`src/rtl/wb_stage_if.sv`:
```
// MEM -> WB stage bundle.
// Carries the memory-stage results and control into the write-back stage,
// and the register-file write port plus status back out of it.
//   master : the MEM side (drives instruction data/control, observes WB outputs)
//   slave  : the WB stage (consumes instruction data/control, drives WB outputs)
interface wb_stage_if #(
  parameter int CNT_W = 32
);
  // MEM -> WB
  logic             in_valid;
  logic             stall;
  logic             flush;
  logic [31:0]      alu_res;
  logic [31:0]      mem_rdata;
  logic [31:0]      pc_plus4;
  logic [1:0]       wb_sel;
  logic [2:0]       ld_type;
  logic [4:0]       rd;
  logic             reg_wr;
  // WB -> register file / status
  logic [4:0]       Rw;
  logic [31:0]      Di;
  logic             WE;
  logic             wb_valid;
  logic [CNT_W-1:0] retire_cnt;

  modport master (
    output in_valid, stall, flush, alu_res, mem_rdata, pc_plus4,
           wb_sel, ld_type, rd, reg_wr,
    input  Rw, Di, WE, wb_valid, retire_cnt
  );

  modport slave (
    input  in_valid, stall, flush, alu_res, mem_rdata, pc_plus4,
           wb_sel, ld_type, rd, reg_wr,
    output Rw, Di, WE, wb_valid, retire_cnt
  );
endinterface

```
`src/rtl/wb_stage.sv`:
```
// MEM/WB pipeline register with write-back value formatting.
// Selects ALU / load / link data, extracts and extends sub-word loads, and
// registers the result onto the register-file write port. All outputs are
// straight from flops, so they settle after posedge and are stable for the
// register file's negedge write.
// Ports:
//   clk, rst   : clock, synchronous active-high reset
//   mem_wb     : wb_stage_if.slave bundle (inputs from MEM, Rw/Di/WE,
//                wb_valid, retire_cnt outputs)
// Priority each edge: rst > flush > stall > capture.
module wb_stage #(
  parameter int CNT_W = 32
) (
  input  logic       clk,
  input  logic       rst,
  wb_stage_if.slave  mem_wb
);

  localparam logic [2:0] LD_LW  = 3'b000;
  localparam logic [2:0] LD_LB  = 3'b001;
  localparam logic [2:0] LD_LH  = 3'b010;
  localparam logic [2:0] LD_LBU = 3'b011;
  localparam logic [2:0] LD_LHU = 3'b100;

  logic [4:0]       rw_q,  rw_d;
  logic [31:0]      di_q,  di_d;
  logic             we_q,  we_d;
  logic             vld_q, vld_d;
  logic [CNT_W-1:0] cnt_q, cnt_d;

  logic [7:0]  byte_lane;
  logic [15:0] half_lane;
  logic [31:0] ld_val;
  logic [31:0] wb_val;

  // Load extraction: lane chosen by the low address bits; halfwords ignore
  // alu_res[0] (no misalignment trap).
  always_comb begin
    byte_lane = mem_wb.mem_rdata[7:0];
    case (mem_wb.alu_res[1:0])
      2'd0: byte_lane = mem_wb.mem_rdata[7:0];
      2'd1: byte_lane = mem_wb.mem_rdata[15:8];
      2'd2: byte_lane = mem_wb.mem_rdata[23:16];
      2'd3: byte_lane = mem_wb.mem_rdata[31:24];
      default: byte_lane = mem_wb.mem_rdata[7:0];
    endcase
    half_lane = mem_wb.alu_res[1] ? mem_wb.mem_rdata[31:16]
                                  : mem_wb.mem_rdata[15:0];
    case (mem_wb.ld_type)
      LD_LB:   ld_val = {{24{byte_lane[7]}}, byte_lane};
      LD_LBU:  ld_val = {24'd0, byte_lane};
      LD_LH:   ld_val = {{16{half_lane[15]}}, half_lane};
      LD_LHU:  ld_val = {16'd0, half_lane};
      LD_LW:   ld_val = mem_wb.mem_rdata;
      default: ld_val = mem_wb.mem_rdata;  // undefined encodings act as LW
    endcase
    case (mem_wb.wb_sel)
      2'b01:   wb_val = ld_val;
      2'b10:   wb_val = mem_wb.pc_plus4;
      default: wb_val = mem_wb.alu_res;    // 00 and 11
    endcase
  end

  // Next-state: flush beats stall; a bubble keeps Rw/Di so the write port
  // address/data do not toggle needlessly.
  always_comb begin
    rw_d  = rw_q;
    di_d  = di_q;
    we_d  = we_q;
    vld_d = vld_q;
    cnt_d = cnt_q;
    if (mem_wb.flush) begin
      rw_d  = '0;
      di_d  = '0;
      we_d  = 1'b0;
      vld_d = 1'b0;
    end else if (!mem_wb.stall) begin
      if (mem_wb.in_valid) begin
        rw_d  = mem_wb.rd;
        di_d  = wb_val;
        // r0 writes are dropped but the instruction still retires
        we_d  = mem_wb.reg_wr && (mem_wb.rd != 5'd0);
        vld_d = 1'b1;
        cnt_d = cnt_q + 1'b1;
      end else begin
        we_d  = 1'b0;
        vld_d = 1'b0;
      end
    end
  end

  always_ff @(posedge clk) begin
    if (rst) begin
      rw_q  <= '0;
      di_q  <= '0;
      we_q  <= 1'b0;
      vld_q <= 1'b0;
      cnt_q <= '0;
    end else begin
      rw_q  <= rw_d;
      di_q  <= di_d;
      we_q  <= we_d;
      vld_q <= vld_d;
      cnt_q <= cnt_d;
    end
  end

  assign mem_wb.Rw         = rw_q;
  assign mem_wb.Di         = di_q;
  assign mem_wb.WE         = we_q;
  assign mem_wb.wb_valid   = vld_q;
  assign mem_wb.retire_cnt = cnt_q;

endmodule

```
`src/flat_wrapper.sv`:
```
// flat-port wrapper written by rule: the top's interface ports become plain ports
module wb_stage_flat 
#(
  parameter int CNT_W = 32
)
  (clk, rst, mem_wb_in_valid, mem_wb_stall, mem_wb_flush, mem_wb_alu_res, mem_wb_mem_rdata, mem_wb_pc_plus4, mem_wb_wb_sel, mem_wb_ld_type, mem_wb_rd, mem_wb_reg_wr, mem_wb_Rw, mem_wb_Di, mem_wb_WE, mem_wb_wb_valid, mem_wb_retire_cnt);
  wb_stage_if #(.CNT_W(CNT_W)) mem_wb_i ();
  input  logic clk;
  input  logic rst;
  input wire logic [$bits(mem_wb_i.in_valid)-1:0] mem_wb_in_valid;
  input wire logic [$bits(mem_wb_i.stall)-1:0] mem_wb_stall;
  input wire logic [$bits(mem_wb_i.flush)-1:0] mem_wb_flush;
  input wire logic [$bits(mem_wb_i.alu_res)-1:0] mem_wb_alu_res;
  input wire logic [$bits(mem_wb_i.mem_rdata)-1:0] mem_wb_mem_rdata;
  input wire logic [$bits(mem_wb_i.pc_plus4)-1:0] mem_wb_pc_plus4;
  input wire logic [$bits(mem_wb_i.wb_sel)-1:0] mem_wb_wb_sel;
  input wire logic [$bits(mem_wb_i.ld_type)-1:0] mem_wb_ld_type;
  input wire logic [$bits(mem_wb_i.rd)-1:0] mem_wb_rd;
  input wire logic [$bits(mem_wb_i.reg_wr)-1:0] mem_wb_reg_wr;
  output wire logic [$bits(mem_wb_i.Rw)-1:0] mem_wb_Rw;
  output wire logic [$bits(mem_wb_i.Di)-1:0] mem_wb_Di;
  output wire logic [$bits(mem_wb_i.WE)-1:0] mem_wb_WE;
  output wire logic [$bits(mem_wb_i.wb_valid)-1:0] mem_wb_wb_valid;
  output wire logic [$bits(mem_wb_i.retire_cnt)-1:0] mem_wb_retire_cnt;
  assign mem_wb_i.in_valid = mem_wb_in_valid;
  assign mem_wb_i.stall = mem_wb_stall;
  assign mem_wb_i.flush = mem_wb_flush;
  assign mem_wb_i.alu_res = mem_wb_alu_res;
  assign mem_wb_i.mem_rdata = mem_wb_mem_rdata;
  assign mem_wb_i.pc_plus4 = mem_wb_pc_plus4;
  assign mem_wb_i.wb_sel = mem_wb_wb_sel;
  assign mem_wb_i.ld_type = mem_wb_ld_type;
  assign mem_wb_i.rd = mem_wb_rd;
  assign mem_wb_i.reg_wr = mem_wb_reg_wr;
  assign mem_wb_Rw = mem_wb_i.Rw;
  assign mem_wb_Di = mem_wb_i.Di;
  assign mem_wb_WE = mem_wb_i.WE;
  assign mem_wb_wb_valid = mem_wb_i.wb_valid;
  assign mem_wb_retire_cnt = mem_wb_i.retire_cnt;
  wb_stage #(.CNT_W(CNT_W)) u_core (.clk(clk), .rst(rst), .mem_wb(mem_wb_i));
endmodule
```
`config.mk`:
```
export PLATFORM = sky130hd
export DESIGN_NAME = wb_stage_flat
export DESIGN_NICKNAME = d
export VERILOG_FILES = /design/src/rtl/wb_stage_if.sv /design/src/rtl/wb_stage.sv /design/src/flat_wrapper.sv
export SDC_FILE = /design/constraint.sdc
export NUM_CORES = 1
export LEC_CHECK = 0
export CAP_MARGIN = 10
export CORE_MARGIN = 1.5
export CORE_UTILIZATION = 47
export DETAILED_ROUTE_END_ITERATION = 16
export HOLD_SLACK_MARGIN = 0.05
export PLACE_DENSITY = 0.84
export SLEW_MARGIN = 5
export SYNTH_ARGS = -nofsm -noshare
export SYNTH_HDL_FRONTEND = slang
export SYNTH_SLANG_ARGS = --single-unit
```
`constraint.sdc`:
```
create_clock -name clk -period 3.77 [get_ports clk]
set_clock_uncertainty 0.1 [all_clocks]
set_input_delay 0.377 -clock clk [delete_from_list [all_inputs] [get_ports clk]]
set_output_delay 0.377 -clock clk [all_outputs]
set_load 0.005 [all_outputs]
```
Word-level counts from Yosys, hierarchy flattened --
Index checks and enable logic that the tools add are counted.
Cells by class: add/sub/neg operators 1, $mul 0, divide/modulo/power cells 0, magnitude comparators 0, equal/unequal tests 9, shift operators 0, multiplexer cells 6, bitwise logic cells 2, reduce and logical (&&, ||, !) cells 6
Operators with widths (number):
- $pmux 32 s4 | 1
- $pmux 32 s2 | 1
- $add 32x1->32 const B | 1
- $pmux 8 s4 | 1
- $mux 16 | 1
- $eq 2x2->1 const B | 3
- $eq 3x2->1 const B | 2
- $reduce_bool 5->1 | 1
- $eq 2x1->1 const B | 2
- $eq 3x1->1 const B | 1
- $eq 3x3->1 const B | 1
- $reduce_and 3->1 | 1
- $logic_not 2->1 | 1
- $mux 1 | 2
- $not 1->1 | 2
- $reduce_and 2->1 | 1
- $reduce_or 2->1 | 1
- $logic_and 1x1->1 | 1
Storage, ports and cells: flip-flop bits (word level) 71, bits in latches 0, memory bits (writable) 0, ROM bits 0, output and inout port bits 71, word-level logic and storage cells 29, memories kept 0

Longest topological paths before layout --
Gate-level depths: netlist of the first run.
word-level depth 4, mapped depth 8, gate-level depth less buffers 6

Least setup slack after synthesis of the first run --
No wires, ideal clock.
path kind reg-to-reg, start point reg u_core.cnt_q[0] (netlist: u_core.mem_wb.retire_cnt[0]), end point reg u_core.cnt_q[30] (netlist: u_core.mem_wb.retire_cnt[30]), library setup time 0.071 ns, data arrival time 1.989 ns, required time 3.599 ns, slack 1.610 ns, cell stages (with the launch flop) 7, buffers on the path 1, clock period less this slack 2.160 ns, cells stage by stage dfxtp_1 -> ha_1 -> nand4bb_4 -> or4_4 -> buf_6 -> or4_1 -> a21oi_1
On the way: cells in the longest elaborated chain, start to end 1
Ends and longest elaborated chain:
- start, declared | RTL line wb_stage.sv:29 | logic [CNT_W-1:0] cnt_q, cnt_d;
- start signal, assigned | RTL line wb_stage.sv:104 | cnt_q <= cnt_d;
- $add 32x1->32 | RTL line wb_stage.sv:84 | cnt_d = cnt_q + 1'b1;
No other way between the ends. A chain may end at the register's enable or synchronous reset.

Worst setup path in the final report of the first run --
start point in mem_wb_wb_sel[1], end point reg u_core.di_q[2] (netlist: u_core.mem_wb.Di[2])
On the way: cells in the longest elaborated chain, start to end 2, elaborated cells between the ends (all ways) 3
Ends and longest elaborated chain:
- start, declared | RTL line flat_wrapper.sv:16 | input wire logic [$bits(mem_wb_i.wb_sel)-1:0] mem_wb_wb_sel;
- $eq 2x2->1 or $eq 2x1->1 (tied branches) | RTL line wb_stage.sv:57 | case (mem_wb.wb_sel)
- $pmux 32 s2 * | RTL line wb_stage.sv:57
- end signal, assigned | RTL line wb_stage.sv:101 | di_q <= di_d;
- end, declared | RTL line wb_stage.sv:26 | logic [31:0] di_q, di_d;
Every way passes the cells marked *; elsewhere a longest branch is shown, timed or not.

==> summary.txt, run 1 <==
Synthesis
  • Syn Std Cell Area: 4399 um2
  • Avg Cell Area, Syn: 8.102 um2
  • Sequential area share after synthesis: 0.3231
  • Post-synth top flop: dfxtp_1
  • Yosys warning total: 0
  • Count of cell types in the netlist: 50
  • Synth area leader: dfxtp_1
  • Synth top area share: 0.3231
  • Register bit count reported by yosys: 71
  • Async set or reset register ratio after synthesis: 0
  • Synth top area cells: dfxtp_1, a221oi_1, a21oi_1, o2111ai_1, o211ai_1
  • Post-Syn Nets: 658
  • Number of synthesized flops with an enable pin: 0
  • Cell count after synthesis: 543

Min path
  • Hold WC Path Type: register to register
  • Cell depth of the worst hold path: 2

Placed design
  • GPL Wtd Cong: 0.9956
  • Post-DP HPWL: 11,750 um
  • Port Buf Inserts: 182

Pwr
  • Tot Pwr: 1863 uW
  • Peak supply drop: 0.0001716 V
  • Lkg Pwr: 0.002084 uW
  • Power Dens Cells: 287.8 nW/um2

Clock network
  • # resized after CTS: 0
  • Post-CTS setup buffers: 0
  • Clock Latency Late Sink: 0.35 ns
  • Clock transition at path regs: 0.09 ns
  • CTS Hold Bufs: 0
  • CTS tree: built
  • # H-tree levels: 3
  • CTS sink count: 71
  • Clk buf depth: 2
  • Root buf cell: clkbuf_8
  • CTS Buf Count: 9

Timing
  • Final setup vio count: 0
  • Max Freq: 367.0 MHz
  • Tcrit/Tclk final: 0.7227
  • Tmin final: 2.724 ns
  • Post-Route Setup TNS: 0 ns
  • Worst slew pin tran: 0.9904 ns
  • Fin. max-slew vios: 0
  • Rel. slew slack: 0.3373
  • Final hold violations: 0
  • RSZ-0062 raised after global routing: no

Drt
  • Detail Route Antenna Nets: 0
  • Drt drc: 0
  • Avg WL per Cell: 19.60 um
  • Via count: 5,207
  • First DRT Iteration DRCs: 270
  • Final wirelength: 15,930 um
  • Initial DRT Pass Iterations: 5
  • DR vias/cell: 6.405

Global routing
  • Total GRT Usage: 0.3168
  • Vias in the first global route: 5,052
  • Global route overflow: 0
  • First-pass GRT wire length: 25,210 um
  • Initial antenna violation count: 0
  • Largest net degree at the start of global routing: 41

Layout
  • Share of cells above drive strength 1: 0.06410
  • Commonest non-fill, non-tap cell in the layout: clkdlybuf4s50_1
  • Final net count: 812
  • Fillers: 729
  • Ant diodes: 0
  • Commonest cells after routing, fill and taps aside: clkdlybuf4s50_1, dfxtp_1, nand2_1
  • Synth-to-layout area growth: 47.10%

Floorplan
  • Die X: 99.75 um
  • Initial Utilization: 0.4807
  • Core Region: 9153 um2
  • Die area: 9949 um2
  • Chip Height: 99.75 um
  • Cell Rows: 35
  • I/O Pins: 183

Outcome
  • Run status: finished, final reports clean

Setup path
  • Critical path required time: 3.95 ns
  • Critical path buffers and inverters: 2
  • Crit path max-delay family: simple AND/OR/NAND/NOR gates
  • Arr. time, crit path: 2.90 ns
  • Worst path max stage delay: 0.61 ns
  • Crit. End Element: register
  • Slowest cell on the critical path: ha_1
  • R2R cell count: 4
  • Levels on crit path: 7
  • CP startpoint kind: input pin
  • Critical path type: input pin to register
  • Crit Path Max Fanout: 19
  • Worst path cell trace: clkdlybuf4s50_1 -> inv_1 -> ha_1 -> nand2b_1 -> nor3b_1 -> a221oi_1 -> o211ai_1

Flow run
  • Max-Cap Viols: 0
-- stage by stage --
stage / util / hold slack, ns / area, um2 / instances / setup WS, ns
floorplan: - / 0.3483 / 4399 / 543 / 1.610
global placement: 0.6828 / 0.3406 / 6250 / 797 / 0.8683
detailed placement: 0.6828 / 0.3534 / 6250 / 797 / 0.7499
CTS: 0.7070 / 0.3652 / 6471 / 813 / 1.103
global route: 0.7070 / 0.3838 / 6471 / 813 / 0.8119
finish: 0.7070 / 0.3712 / 6471 / 813 / 1.046
-- synthesized netlist by cell type (3+ instances only) --
master	number
nand2_1	46
a31oi_1	3
inv_1	11
nand3_1	16
nand2b_1	4
nand4_1	11
a221oi_1	29
a211oi_1	4
clkbuf_1	43
o211ai_1	26
a21oi_1	44
nor4_1	8
or3_1	29
or4_1	12
mux2i_1	14
dfxtp_1	71
buf_1	4
mux2_2	8
nor2_1	24
xnor2_1	7
nor2b_1	11
xor2_1	4
and4_1	6
nor3_1	8
o22ai_1	7
a311oi_1	6
ha_1	3
o31ai_1	13
o2111ai_1	23
o21ai_0	22
-- power breakdown --
group / total, uW / internal [uW] / switching, uW
Clock: 697 / 374 / 324
Sequential: 773 / 762 / 10.7
Combinational: 393 / 200 / 193
-- tightest hold or removal path: stages, from the launching register on --
cell and delay (ns):
dfxtp_1 0.32, nand2_1 0.05, a21oi_1 0.06
-- flip-flops by register name, indices dropped and copies added (netlist names) --
signal and cells:
u_core.mem_wb.Di 32, u_core.mem_wb.Rw 5, u_core.mem_wb.WE 1, u_core.mem_wb.retire_cnt 32
u_core.mem_wb.wb_valid 1
-- area by class of cell --
cell class / count / area, um2 / share of cell area
Timing Repair Buffer: 193 / 1904 / 0.2943
Inverter: 11 / 41.29 / 0.006381
Sequential cell: 71 / 1421 / 0.2196
Tap cell: 111 / 138.9 / 0.02146
Multi-Input combinational cell: 411 / 2744 / 0.4240
Clock buffer: 9 / 123.9 / 0.01914
Clock inverter: 7 / 97.59 / 0.01508
-- layer usage --
metal  wire (um)  track usage  vias to the layer above
met5           0            0                        -
met4         432      0.09967                        0
met3        1581      0.09628                       37
met2        7916       0.5594                      285
met1        6003       0.3658                     2450
li1            -            -                     2435
-- cell families (layout without fill, tap and decap cells) --
family          after synthesis  count (layout)  synth area share
simple gates                189             189            0.2383
xor+xnor                     11              11           0.02190
compound gates              184             184            0.2912
fa+ha+maj                     3               3          0.008533
buf+inv                      61             220           0.05432
mux                          24              24           0.06257
flops                        71              71            0.3231
-- path summary, 6_finish.rpt --
check / start / to / slack, ns
worst max-delay path: mem_wb_wb_sel[1] / u_core.mem_wb.Di[2] / 1.05
worst min-delay path: u_core.mem_wb.Rw[3] / u_core.mem_wb.Rw[3] / 0.37
worst min register to register: u_core.mem_wb.Rw[3] / u_core.mem_wb.Rw[3] / 0.37
worst max register to register: u_core.mem_wb.retire_cnt[11] / u_core.mem_wb.retire_cnt[27] / 1.23
No activity file was read; power rests on OpenSTA's default activity.
==> run 2: changes to the inputs <==
--- a/config.mk
+++ b/config.mk
@@ -7,10 +7,10 @@
 export LEC_CHECK = 0
 export CAP_MARGIN = 10
 export CORE_MARGIN = 1.5
-export CORE_UTILIZATION = 47
+export CORE_UTILIZATION = 44
 export DETAILED_ROUTE_END_ITERATION = 16
 export HOLD_SLACK_MARGIN = 0.05
-export PLACE_DENSITY = 0.84
+export PLACE_DENSITY = 0.79
 export SLEW_MARGIN = 5
 export SYNTH_ARGS = -nofsm -noshare
 export SYNTH_HDL_FRONTEND = slang
==> constraint.sdc (replaced) <==
create_clock -name clk -period 2.6 [get_ports clk]
set_clock_uncertainty 0.1 [all_clocks]
set_input_delay 0.26 -clock clk [delete_from_list [all_inputs] [get_ports clk]]
set_output_delay 0.26 -clock clk [all_outputs]
set_load 0.005 [all_outputs]
==> summary.txt, run 2 (synthesis results as in run 1) <==
Min path
  • Cell depth of the worst hold path: 2 (unchanged)
  • HP Start: u_core.mem_wb.Rw[0]
  • WHS Endpoint: u_core.mem_wb.Rw[0]
  • Hold WC Path Type: register to register

Drt
  • Initial DRT Pass Iterations: 5 (unchanged)
  • Avg WL per Cell: 19.09 um (-2.6%)
  • First DRT Iteration DRCs: 300 (+11%)
  • DR vias/cell: 6.174 (-3.6%)
  • Final wirelength: 16,280 um (+2.2%)
  • Via count: 5,266 (+1.1%)
  • Detail Route Antenna Nets: 0 (unchanged)
  • Drt drc: 0 (unchanged)

Layout
  • Ant diodes: 0 (unchanged)
  • Commonest cells after routing, fill and taps aside: clkdlybuf4s50_1, dfxtp_1, nand2_1
  • Commonest non-fill, non-tap cell in the layout: clkdlybuf4s50_1
  • Synth-to-layout area growth: 50.51%
  • Fillers: 843 (+16%)
  • Final Util: 0.6806 (-0.02648)
  • Final net count: 830 (+2.2%)
  • Share of cells above drive strength 1: 0.08750 (+0.02340)

Setup path
  • Worst path max stage delay: 0.70 ns (+0.09 ns)
  • Critical path buffers and inverters: 0 (-2)
  • Slowest cell on the critical path: or4_4
  • Crit. End Element: register
  • Worst path cell trace: ha_1 -> nand4bb_4 -> or4_4 -> or4_1 -> a21oi_1
  • Reg2reg setup slack: 0.28 ns (-0.95 ns)
  • Crit path max-delay family: simple AND/OR/NAND/NOR gates
  • R2R Path End: u_core.mem_wb.retire_cnt[28]
  • R2R cell count: 5 (+1)
  • Crit Path Max Fanout: 21 (+2)
  • CP startpoint kind: register
  • Critical path required time: 2.78 ns (-1.17 ns)
  • Critical path type: register to register
  • Reg-to-Reg Start: u_core.mem_wb.retire_cnt[0]
  • Arr. time, crit path: 2.50 ns (-0.40 ns)

Clock network
  • Clk buf depth: 2 (unchanged)
  • CTS tree: built
  • # resized after CTS: 0 (unchanged)
  • # H-tree levels: 3 (unchanged)
  • Clock Latency Late Sink: 0.35 ns (about the same)
  • Post-CTS setup buffers: 0 (unchanged)
  • Root buf cell: clkbuf_8
  • Clock transition at path regs: 0.08 ns (about the same)
  • CTS sink count: 71 (unchanged)
  • CTS Hold Bufs: 0 (unchanged)
  • CTS Buf Count: 9 (unchanged)

Global routing
  • Global route overflow: 0 (unchanged)
  • Initial antenna violation count: 0 (unchanged)
  • Total GRT Usage: 0.3033 (-0.01350)
  • First-pass GRT wire length: 24,910 um (-1.2%)
  • Vias in the first global route: 5,086 (+0.67%)
  • Largest net degree at the start of global routing: 44 (+7.3%)

Timing
  • Rel. slew slack: 0.3178 (-0.01953)
  • Final setup vio count: 0 (unchanged)
  • Worst slew pin tran: 1.020 ns (+0.02918 ns)
  • Fin. max-slew vios: 0 (unchanged)
  • RSZ-0062 raised after global routing: no
  • Tmin final: 2.321 ns
  • Tcrit/Tclk final: 0.8927
  • Final hold violations: 0 (unchanged)
  • Max Freq: 430.8 MHz
  • Post-Route Setup TNS: 0 ns (unchanged)

Floorplan
  • Initial Utilization: 0.4522 (-0.02850)
  • Chip Height: 103.0 um (+3.3%)
  • Die X: 103.0 um (+3.3%)
  • Core Region: 9729 um2 (+6.3%)
  • I/O Pins: 183 (unchanged)
  • Cell Rows: 36 (+2.9%)
  • Die area: 10,610 um2 (+6.6%)

Pwr
  • Switching portion of total power: 0.2930 (+0.01005)
  • Logic pwr share: 0.235 (+0.024)
  • Peak supply drop: 0.0002506 V (+46%)
  • Lkg Pwr: 0.002162 uW (+3.7%)
  • Sw power: 752.1 uW (+43%)
  • Sequential share of power: 0.437 (+0.022)
  • Clock Power Share: 0.329 (-0.045)
  • Internal Pwr Total: 1815 uW (+36%)
  • Power Dens Cells: 387.6 nW/um2 (+35%)

Outcome
  • Run status: finished, final reports clean

Flow run
  • Max-Cap Viols: 0 (unchanged)

Placed design
  • Post-DP HPWL: 12,060 um (+2.6%)
  • GPL Wtd Cong: 0.8956 (-10%)
  • Port Buf Inserts: 182 (unchanged)
[run 2: worst max-delay path by stage]
stage | start | to | slack, ns | cells after the start
after floorplan | u_core.mem_wb.retire_cnt[0] | u_core.mem_wb.retire_cnt[30] | 0.44 | 6
after global placement | mem_wb_flush | u_core.mem_wb.Di[11] | 0.08 | 6
after detailed placement | mem_wb_flush | u_core.mem_wb.Di[13] | 0.04 | 6
after CTS | u_core.mem_wb.retire_cnt[0] | u_core.mem_wb.retire_cnt[26] | 0.28 | 5
after global routing | mem_wb_flush | u_core.mem_wb.Di[11] | 0.08 | 6
final | u_core.mem_wb.retire_cnt[0] | u_core.mem_wb.retire_cnt[28] | 0.28 | 5
[run 2: worst min-delay path, delay by kind of cell (launching register included)]
family	cells	cell delay, ns
compound gates	1	0.05
flops	1	0.32
simple gates	1	0.05
[run 2: power groups by stage]
| stage | Clock (uW) | Combinational (uW) | Sequential (uW) |
|---|---|---|---|
| finish | 843 | 603 | 1120 |
| global route | 900 | 641 | 1120 |
| CTS | 861 | 594 | 1120 |
| detailed placement | 0 | 591 | 1150 |
| global placement | 0 | 581 | 1140 |
| floorplan | 0 | 253 | 1140 |
[run 2: final cells by class]
class	instances	area, um2	area share
clock buffer	11	151.4	0.02286
clock inverter	5	32.53	0.004913
inverter	11	41.29	0.006236
timing repair buffer	211	2064	0.3118
tap	133	166.4	0.02513
multi-input combinational	411	2744	0.4144
sequential	71	1421	0.2147
[run 2: metal layers]
metal | vias up | GRT usage | wire length (um)
li1 | 2477 | - | -
met1 | 2474 | 0.3552 | 6469
met2 | 275 | 0.5132 | 7854
met3 | 40 | 0.07864 | 1463
met4 | 0 | 0.1528 | 495
met5 | - | 0 | 0
[run 2: stage by stage]
stage | setup WS (ns) | power, uW | instance area (um2) | hold slack, ns | cells
CTS | 0.2823 | 2576 | 6621 | 0.3615 | 853
floorplan | 0.4403 | 1396 | 4399 | 0.2960 | 543
finish | 0.2789 | 2567 | 6621 | 0.3596 | 853
global route | 0.08448 | 2664 | 6621 | 0.3808 | 853
global placement | 0.07756 | 1726 | 6437 | 0.3445 | 837
detailed placement | 0.04028 | 1736 | 6437 | 0.3500 | 837
==> run 3: changes to the inputs <==
--- a/config.mk
+++ b/config.mk
@@ -10,7 +10,7 @@
 export CORE_UTILIZATION = 44
 export DETAILED_ROUTE_END_ITERATION = 16
 export HOLD_SLACK_MARGIN = 0.05
-export PLACE_DENSITY = 0.79
+export PLACE_DENSITY = 0.82
 export SLEW_MARGIN = 5
 export SYNTH_ARGS = -nofsm -noshare
 export SYNTH_HDL_FRONTEND = slang
==> summary.txt, run 3 (synthesis results as in run 1) <==
Clock network
  • Clk buf depth: 2 (unchanged)
  • # resized after CTS: 0 (unchanged)
  • Clock transition at path regs: 0.08 ns (about the same)
  • Clock Latency Late Sink: 0.35 ns (about the same)
  • CTS tree: built
  • CTS sink count: 71 (unchanged)
  • # H-tree levels: 3 (unchanged)
  • CTS Hold Bufs: 0 (unchanged)
  • Root buf cell: clkbuf_8
  • Post-CTS setup buffers: 0 (unchanged)
  • CTS Buf Count: 9 (unchanged)

Timing
  • Max Freq: 415.0 MHz (-3.7%)
  • Final setup vio count: 0 (unchanged)
  • Final worst setup slack: 0.1901 ns (-0.08873 ns)
  • RSZ-0062 raised after global routing: no
  • Fin. max-slew vios: 0 (unchanged)
  • Rel. slew slack: 0.2155 (-0.1023)
  • Tcrit/Tclk final: 0.9269 (+0.03413)
  • Tmin final: 2.410 ns (+0.08873 ns)
  • Final hold violations: 0 (unchanged)
  • Worst slew pin tran: 1.177 ns (+0.1571 ns)

Drt
  • Detail Route Antenna Nets: 0 (unchanged)
  • DR vias/cell: 6.283 (+1.8%)
  • Final wirelength: 16,280 um (unchanged)
  • Initial DRT Pass Iterations: 4 (-1)
  • First DRT Iteration DRCs: 389 (+30%)
  • Avg WL per Cell: 19.02 um (-0.35%)
  • Drt drc: 0 (unchanged)
  • Via count: 5,378 (+2.1%)

Placed design
  • Post-DP HPWL: 12,070 um (about the same)
  • Dpl cells: 840 (+0.36%)
  • Setup Slack @ Placement: -0.09860 ns (-0.1389 ns)
  • Port Buf Inserts: 182 (unchanged)
  • GPL Wtd Cong: 0.9593 (+7.1%)

Setup path
  • Critical path required time: 2.78 ns (about the same)
  • CP startpoint kind: input pin
  • Worst path max stage delay: 0.95 ns (+0.25 ns)
  • Arr. time, crit path: 2.59 ns (+0.09 ns)
  • Critical path type: input pin to register
  • Crit. End Element: register
  • Slowest cell on the critical path: a221oi_1
  • Crit Path Max Fanout: 29 (+38%)
  • Worst path cell trace: clkdlybuf4s50_1 -> buf_4 -> a21o_1 -> a221oi_1 -> o2111ai_1 -> o211ai_1
  • R2R cell count: 4 (-1)

Min path
  • Hold WC Path Type: register to register
  • Cell depth of the worst hold path: 2 (unchanged)

Global routing
  • Largest net degree at the start of global routing: 54 (+23%)
  • Initial antenna violation count: 0 (unchanged)
  • Vias in the first global route: 5,153 (+1.3%)
  • First-pass GRT wire length: 25,360 um (+1.8%)
  • Global route overflow: 0 (unchanged)
  • Total GRT Usage: 0.3083 (+0.004960)

Floorplan
  • Cell Rows: 36 (unchanged)
  • Initial Utilization: 0.4522 (unchanged)
  • I/O Pins: 183 (unchanged)
  • Chip Height: 103.0 um (unchanged)
  • Die area: 10,610 um2 (unchanged)
  • Die X: 103.0 um (unchanged)
  • Core Region: 9729 um2 (unchanged)

Layout
  • Commonest non-fill, non-tap cell in the layout: clkdlybuf4s50_1
  • Share of cells above drive strength 1: 0.08990 (+0.002403)
  • Ant diodes: 0 (unchanged)
  • Final net count: 833 (+0.36%)
  • Commonest cells after routing, fill and taps aside: clkdlybuf4s50_1, dfxtp_1, nand2_1
  • Final Util: 0.6833 (+0.002700)
  • Layout Cells excl Fill: 856 (+0.35%)
  • Synth-to-layout area growth: 51.11%

Pwr
  • Power Dens Cells: 401.1 nW/um2 (+3.5%)
  • Lkg Pwr: 0.002177 uW (+0.68%)
  • Peak supply drop: 0.0002530 V (+0.97%)

Flow run
  • Max-Cap Viols: 0 (unchanged)

Outcome
  • Run status: finished, final reports clean
[run 3: layer usage]
metal | global-route usage | wire length, um
met5 | 0 | 0
met4 | 0.1237 | 544
met3 | 0.09424 | 1556
met2 | 0.5223 | 7894
met1 | 0.3642 | 6288
[run 3: path summary, 6_finish.rpt]
check,startpoint,to,slack [ns]
setup / recovery,mem_wb_alu_res[1],u_core.mem_wb.Di[2],0.19
hold / removal,u_core.mem_wb.Rw[0],u_core.mem_wb.Rw[0],0.36
hold reg to reg,u_core.mem_wb.Rw[0],u_core.mem_wb.Rw[0],0.36
setup reg to reg,u_core.mem_wb.retire_cnt[4],u_core.mem_wb.retire_cnt[23],0.33
[run 3: cell type report]
cell class	count	area (um2)
multi-input combinational	411	2741
tap	133	166.4
sequential	71	1421
clock buffer	9	123.9
clock inverter	7	78.83
inverter	11	41.29
fill	816	3082
timing repair buffer	214	2074
[run 3: critical path: cells and delay by family]
kind	cells	cell delay [ns]
buffers and inverters	2	0.71
AOI/OAI and AO/OA	4	1.61
[run 3: power breakdown]
group	internal (uW)	switching [uW]	total [uW]
Sequential	1110	14.5	1120
Clock	453	490	943
Combinational	314	290	604
[run 3: per-stage QoR]
stage / TNS [ns] / instance area (um2) / total power, uW / hold slack [ns]
floorplan: 0 / 4399 / 1396 / 0.2960
global placement: 0 / 6445 / 1723 / 0.3412
detailed placement: -0.3929 / 6445 / 1734 / 0.3507
CTS: 0 / 6648 / 2658 / 0.3625
global route: 0 / 6648 / 2757 / 0.3796
finish: 0 / 6648 / 2666 / 0.3591
